==> src/rtl/banked_data_mem.sv <==
`default_nettype none
// ============================================================================
// Module      : banked_data_mem
// Description : Single-port data memory for the MEM stage. Requests use a
//               valid/ready handshake. Writes are masked per lane. Reads
//               return a registered response one cycle after acceptance.
//               Requests to addresses at or beyond DEPTH are flagged on
//               reads and dropped on writes.
//
//               Optional feature macro: BANKED_MEM_CLEAR_EN
//                 When this macro is defined, a clear engine zeroes one word
//                 per cycle after every reset. Requests are held off until
//                 every word is zero.
//                 When it is undefined, the memory is ready one edge after
//                 reset and keeps its contents across reset.
//
// Ports       : clk        - clock, rising edge
//               reset      - asynchronous reset, active low
//               req_valid  - request present
//               req_ready  - request can be accepted this cycle
//               req_write  - 1 = write, 0 = read
//               req_addr   - word address
//               req_wdata  - write data
//               req_wmask  - per-lane write enable
//               rsp_valid  - one-cycle pulse per accepted read
//               rsp_rdata  - read data (holds while rsp_valid = 0)
//               rsp_err    - accepted read was out of range
//               busy       - clear engine active
//
// Revision    : 1.0 - initial release
// ============================================================================
module banked_data_mem #(
    parameter int ADDR_WIDTH = 8,
    parameter int DEPTH      = 2**ADDR_WIDTH,
    parameter int DATA_WIDTH = 16,
    parameter int LANE_WIDTH = 8
) (
    input  logic                             clk,
    input  logic                             reset,
    input  logic                             req_valid,
    output logic                             req_ready,
    input  logic                             req_write,
    input  logic [ADDR_WIDTH-1:0]            req_addr,
    input  logic [DATA_WIDTH-1:0]            req_wdata,
    input  logic [DATA_WIDTH/LANE_WIDTH-1:0] req_wmask,
    output logic                             rsp_valid,
    output logic [DATA_WIDTH-1:0]            rsp_rdata,
    output logic                             rsp_err,
    output logic                             busy
);

    localparam int c_NUM_LANES = DATA_WIDTH / LANE_WIDTH;
    // Array index width: just wide enough to address DEPTH words.
    localparam int c_IDX_W     = (DEPTH > 1) ? $clog2(DEPTH) : 1;

    // ------------------------------------------------------------------------
    // Storage (not reset; contents survive reset unless cleared)
    // ------------------------------------------------------------------------
    logic [DATA_WIDTH-1:0] r_mem [DEPTH];

    logic                  r_ready;
    logic                  w_accept;
    logic                  w_in_range;
    logic [c_IDX_W-1:0]    w_idx;
    logic [DATA_WIDTH-1:0] w_cur_word;
    logic [DATA_WIDTH-1:0] w_merged;
    logic                  w_acc_wr;

    logic                  w_mem_we;
    logic [c_IDX_W-1:0]    w_mem_idx;
    logic [DATA_WIDTH-1:0] w_mem_wdata;

    assign w_accept   = req_valid & r_ready;
    assign w_in_range = ({1'b0, req_addr} < (ADDR_WIDTH+1)'(DEPTH));
    assign w_idx      = req_addr[c_IDX_W-1:0];
    assign w_cur_word = r_mem[w_idx];
    // An out-of-range write is accepted but must not touch the array.
    assign w_acc_wr   = w_accept & req_write & w_in_range;

    // Lanes that are not enabled keep the current word value, so a masked
    // write is a read-merge-write of a single word.
    for (genvar g = 0; g < c_NUM_LANES; g++) begin : g_lane
        assign w_merged[g*LANE_WIDTH +: LANE_WIDTH] =
            req_wmask[g] ? req_wdata[g*LANE_WIDTH +: LANE_WIDTH]
                         : w_cur_word[g*LANE_WIDTH +: LANE_WIDTH];
    end

`ifdef BANKED_MEM_CLEAR_EN
    // ------------------------------------------------------------------------
    // Clear engine: CLEAR zeroes one word per edge, then READY forever
    // ------------------------------------------------------------------------
    typedef enum logic [0:0] {
        CLEAR = 1'b0,
        READY = 1'b1
    } state_t;

    localparam logic [c_IDX_W-1:0] c_LAST = c_IDX_W'(DEPTH - 1);

    state_t             r_state;
    state_t             w_state_next;
    logic [c_IDX_W-1:0] r_clr_ptr;
    logic [c_IDX_W-1:0] w_clr_ptr_next;
    logic               w_clr_we;
    logic               r_busy;

    always_ff @(posedge clk or negedge reset) begin
        if (!reset) begin
            r_state   <= CLEAR;
            r_clr_ptr <= '0;
            r_ready   <= 1'b0;
            r_busy    <= 1'b1;
        end else begin
            r_state   <= w_state_next;
            r_clr_ptr <= w_clr_ptr_next;
            // Ready/busy are registered from the next state, so they flip
            // right after the edge that clears the last word.
            r_ready   <= (w_state_next == READY);
            r_busy    <= (w_state_next == CLEAR);
        end
    end

    always_comb begin
        w_state_next   = r_state;
        w_clr_ptr_next = r_clr_ptr;
        w_clr_we       = 1'b0;
        case (r_state)
            CLEAR: begin
                w_clr_we       = 1'b1;
                w_clr_ptr_next = r_clr_ptr + c_IDX_W'(1);
                if (r_clr_ptr == c_LAST) begin
                    w_state_next = READY;
                end
            end
            READY: begin
                w_state_next = READY;
            end
            default: begin
                w_state_next = CLEAR;
            end
        endcase
    end

    // No request can be accepted while clearing, so the two writers never
    // collide.
    assign w_mem_we    = w_clr_we | w_acc_wr;
    assign w_mem_idx   = w_clr_we ? r_clr_ptr : w_idx;
    assign w_mem_wdata = w_clr_we ? '0 : w_merged;
    assign busy        = r_busy;
`else
    // ------------------------------------------------------------------------
    // No clear engine: ready one edge after reset release
    // ------------------------------------------------------------------------
    always_ff @(posedge clk or negedge reset) begin
        if (!reset) begin
            r_ready <= 1'b0;
        end else begin
            r_ready <= 1'b1;
        end
    end

    assign w_mem_we    = w_acc_wr;
    assign w_mem_idx   = w_idx;
    assign w_mem_wdata = w_merged;
    assign busy        = 1'b0;
`endif

    assign req_ready = r_ready;

    // ------------------------------------------------------------------------
    // Array write port
    // ------------------------------------------------------------------------
    always_ff @(posedge clk) begin
        if (w_mem_we) begin
            r_mem[w_mem_idx] <= w_mem_wdata;
        end
    end

    // ------------------------------------------------------------------------
    // Registered read response; data and error hold between pulses
    // ------------------------------------------------------------------------
    logic                  r_rsp_valid;
    logic [DATA_WIDTH-1:0] r_rsp_rdata;
    logic                  r_rsp_err;

    always_ff @(posedge clk or negedge reset) begin
        if (!reset) begin
            r_rsp_valid <= 1'b0;
            r_rsp_rdata <= '0;
            r_rsp_err   <= 1'b0;
        end else if (w_accept && !req_write) begin
            r_rsp_valid <= 1'b1;
            r_rsp_rdata <= w_in_range ? w_cur_word : '0;
            r_rsp_err   <= ~w_in_range;
        end else begin
            r_rsp_valid <= 1'b0;
        end
    end

    assign rsp_valid = r_rsp_valid;
    assign rsp_rdata = r_rsp_rdata;
    assign rsp_err   = r_rsp_err;

endmodule
`default_nettype wire

==> config.mk <==
export PLATFORM = sky130hd
export DESIGN_NAME = banked_data_mem
export DESIGN_NICKNAME = d
export VERILOG_FILES = /design/src/rtl/banked_data_mem.sv
export SDC_FILE = /design/constraint.sdc
export NUM_CORES = 2
export LEC_CHECK = 0
export BUFFER_PORTS_ARGS = -buffer_cell sky130_fd_sc_hd__clkbuf_2
export CORE_UTILIZATION = 30
export DETAILED_ROUTE_END_ITERATION = 6
export PLACE_DENSITY_LB_ADDON = 0.3
export SYNTH_ARGS = -nofsm -noshare
export SYNTH_HDL_FRONTEND = slang
export SYNTH_SLANG_ARGS = --single-unit
==> constraint.sdc <==
create_clock -name clk -period 39.6 [get_ports clk]
set_input_delay 7.92 -clock clk [delete_from_list [all_inputs] [get_ports clk]]
set_output_delay 7.92 -clock clk [all_outputs]
set_load 0.1 [all_outputs]
-- After elaboration in Yosys (flattened, before gate mapping)
Memory sizes are Yosys's and may differ from the RTL's.
Cells that the tools add are included.
Widths: inputs -> output; s select.
- memories: 1
- input port bits: 30
- output and inout bits: 20
- register bits: 18
- bits in writable memories: 4096
- memory list (name ; depth ; width ; read ports ; clocked after Yosys merged registers in ; wr ports ; RTL line ; text):
    r_mem ; 256 ; 16 ; 1 ; 0 ; 1 ; 59 ; logic [DATA_WIDTH-1:0] r_mem [DEPTH];
- multiplexer cells: 5
- reduce and logical (&&, ||, !) cells: 2
- bitwise operators: 2
- operators by type and width (operator ; count):
    $mux 8 ; 2
    $mux 1 ; 3
    $and 1x1->1 ; 2
    $logic_and 1x1->1 ; 1
    $logic_not 1->1 ; 1

-- Longest topological paths before layout
- word-level depth: 4
- mapped depth: 13

-- Least setup slack after synthesis
Ideal clock, no wire load.
- path kind: input-to-reg
- from: input port req_addr[1]
- to: memory r_mem[0][14], data pin
- path slack: 17.470 ns
- arrival time: 19.889 ns
- library setup time: 2.242 ns
- stages: 11
- cell sequence: buf_2 -> buf_4 -> buf_2 -> buf_4 -> clkbuf_1 -> nand2_1 -> o22ai_1 -> a22oi_1 -> a41oi_1 -> nor4_1 -> o31ai_1
- cells in the longest elaborated chain, start to end: 2
- ends and longest elaborated chain (item ; RTL line ; text):
    start: declaration ; 43 ; input logic [ADDR_WIDTH-1:0] req_addr,
    $mem_v2 256x16 ; - ;
    $mux 8 ; 84 ; req_wmask[g] ? req_wdata[g*LANE_WIDTH +: LANE_WIDTH]
    named net w_mem_wdata[14] ; 71 ; logic [DATA_WIDTH-1:0] w_mem_wdata;
    end: declaration ; 59 ;
The timed path passes the listed nets, and every way through them passes these cells.

-- Final worst setup path
- from: input port req_addr[0]
- to: memory r_mem[112][4], data pin
Same word-level chain as after synthesis.

==> results.toml <==
[clock_tree]
post_cts_buffers = 0
worst_skew_pair.late_latency_ns = 1.00
cts_buffers = 421
clk_pin_slew_ns = 0.06
cts_tree = "yes"
cts_buffer_depth = 4
htree_num_levels = 5
clock-root-buffer = "clkbuf_16"
cts-resized-gates = 0
cts_num_sinks = 4114
ctsHoldBuffers = 0

[sta]
slew_viol_final = 0
timing.fmax_ghz = 0.0630
finalCriticalPeriod_ns = 15.86
post-route-period-util_pct = 40.1
holdWs_ns = 0.583
skew_ns = 0.0654
rsz0062_at_grt = "no"
hold_viol = 0
finalWorstSetupSlack_ns = 23.74
slew-limit-headroom_pct = 9.11
tightest_slew_ns = 1.35
setup_viol = 0
finalSetupTns_ns = 0

[setup_path]
path_class = "in2reg"
required_ns = 40.29
rr_worst_depth = 8
reg2reg_slack_ns = 34.07
path_max_fanout = 90
path_cells = "buf_12 -> buf_4 -> buf_4 -> buf_12 -> buf_4 -> buf_12 -> buf_4 -> mux2i_1 -> nand2_1 -> nand3_1 -> nand4_1 -> a311oi_2 -> o31ai_4 -> buf_4 -> buf_4"
reg2reg_from = "r_mem[52][2]"
cp_data_arrival_time_ns = 16.55
cpMostUsedCell = "buf_4"
cp-start-kind = "input pin"
r2r_end = "r_mem[228][2]"
slowest_delay_ns = 0.98
cp_slowest_cell = "o31ai_4"
cp-end-kind = "flop"

[synthesis]
synth_ff_type = "edfxtp_1"
synth_cell_types = 60
synth.top_cells.by_area = "edfxtp_1, mux4_2, mux2i_1"
async_flop_share_pct = 0.438
synth.top_cell.area_share_pct = 77.5
syn_area_mm2 = 0.159
ys_warn_count = 0
syn_avg_cell_area_um2 = 21.1
ys_ff_latch = 4114
synth-edff-count = 4096
yosysTopAreaCell = "edfxtp_1"
netlist_instances = 7525
seq_area_frac_synth_pct = 77.8

[floorplanning]
dieArea_mm2 = 0.532
ios = 50
fp.coreArea_mm2 = 0.526
die_w_um = 729
die_h_um = 729
start_util_pct = 30.2
fp-row-count = 266

[placement]
pre_cts_slack_ns = 22.53
dpl.hpwl_mm = 266
gp_congestion = 0.805
numPortBuffers = 47

[outcome]
status = "finished, final reports clean"

[pwr]
ir_drop_uv = 40.6
powerDensity_mw_per_mm2 = 51.1
p_leak_nw = 57.0
total_power_mw = 9.30

[finish]
final_nets = 7975
layout_commonest_cell = "edfxtp_1"
final_cell_mix = "edfxtp_1, mux4_2, mux2i_1, clkbuf_16, buf_4"
areaGrowthSynthToFinish_pct = 14.7
drive_above_1_share_pct = 23.6

[detailed_routing]
vias = 80100
wl_mm = 468
drt_iter0_drc = 9427
vias_per_cell = 5.25
drc = 0
wl_per_cell_um = 30.6
drt-pass1-iter-count = 5
ant_nets = 0

[worst_hold_path]
min_to = "rsp_rdata[11]"
hp-class = "reg2reg"
hold_depth = 2
min_from = "rsp_rdata[11]"

[grt]
grt_max_degree = 213
track_usage_pct = 17.1
grt_pass1_vias = 80400
antenna_found_initial = 24
overflow = 0
grt_pass1_wl_mm = 647

[flow_run]
maxCapViolCount = 0
[routing by layer]
layer  vias to the layer above  global-route usage (%)  share of wire (%)
li1                      32400                       -                  -
met1                     43700                    23.8                 42
met2                      3354                    27.3                 47
met3                       692                    3.28                7.9
met4                         6                    4.85                3.0
met5                         -                       0              0.010
[synthesized netlist by cell type, drive strengths merged (5+ instances only)]
master	count
edfxtp	4096
mux4	792
mux2i	550
nor2	343
buf	274
nand3	227
clkbuf	196
nand2	185
a22oi	138
o21ai	78
a221oi	77
a21oi	64
o22ai	64
a31oi	63
nand4	53
a22o	45
and3	34
o31ai	32
a311oi	30
nor3	19
dfrtp	18
nor4	16
and4	15
a31o	14
o2111a	14
o31a	14
or4	14
mux2	6
nor2b	6
inv	5
[cell type report]
class	instances	area, um^2
Sequential cell	4114	123000
Multi-Input combinational cell	2935	32900
Fill cell	48700	344000
Antenna cell	8	20.0
Timing Repair Buffer	466	3670
Clock buffer	534	11100
Tap cell	6968	8720
Inverter	7	31.3
Clock inverter	228	2080
[power by group]
part / leakage (nW) / switching (mW) / internal [mW]
Clock: 6.45 / 1.67 / 2.18
Sequential: 37.1 / 0.0117 / 4.89
Combinational: 13.4 / 0.420 / 0.137
Total: 57.0 / 2.10 / 7.20
[cells by family after synthesis]
group | count (synthesis) | synth area share (%)
DFF | 4114 | 77.8
muxes | 1348 | 14.8
and+or+nand+nor | 939 | 2.75
AOI/OAI and AO/OA | 645 | 2.98
buffers and inverters | 477 | 1.73
other | 2 | 0.00473
[worst max-delay path, delay by kind of cell]
family / cells / cell delay (ns)
AO/OA/AOI/OAI: 2 / 1.29
multiplexers: 1 / 0.15
buffers and inverters: 9 / 5.95
AND/OR/NAND/NOR: 3 / 0.53
[metrics by stage]
step           util (%)  instance area, um^2  cells
6_report           34.6               182000  15300
4_1_cts            34.6               182000  15300
2_1_floorplan         -               159000   7526
5_1_grt            34.6               182000  15300
3_5_place_dp       32.1               169000  14500
3_3_place_gp       32.1               169000  14500
[state kept, by name, summed over array words and instances (netlist names)]
name	flops
req_ready	1
r_mem	4096
rsp_valid	1
rsp_rdata	16
[worst max path at each step]
stage / start / depth (start not counted) / end
finish: req_addr[0] / 15 / r_mem[112][4]
global route: req_addr[0] / 16 / r_mem[54][13]
CTS: req_addr[0] / 15 / r_mem[82][4]
detailed placement: req_addr[0] / 15 / r_mem[82][4]
global placement: req_addr[0] / 16 / r_mem[52][13]
floorplan: req_addr[1] / 11 / r_mem[0][14]
Power figures use the tool's default switching activity.
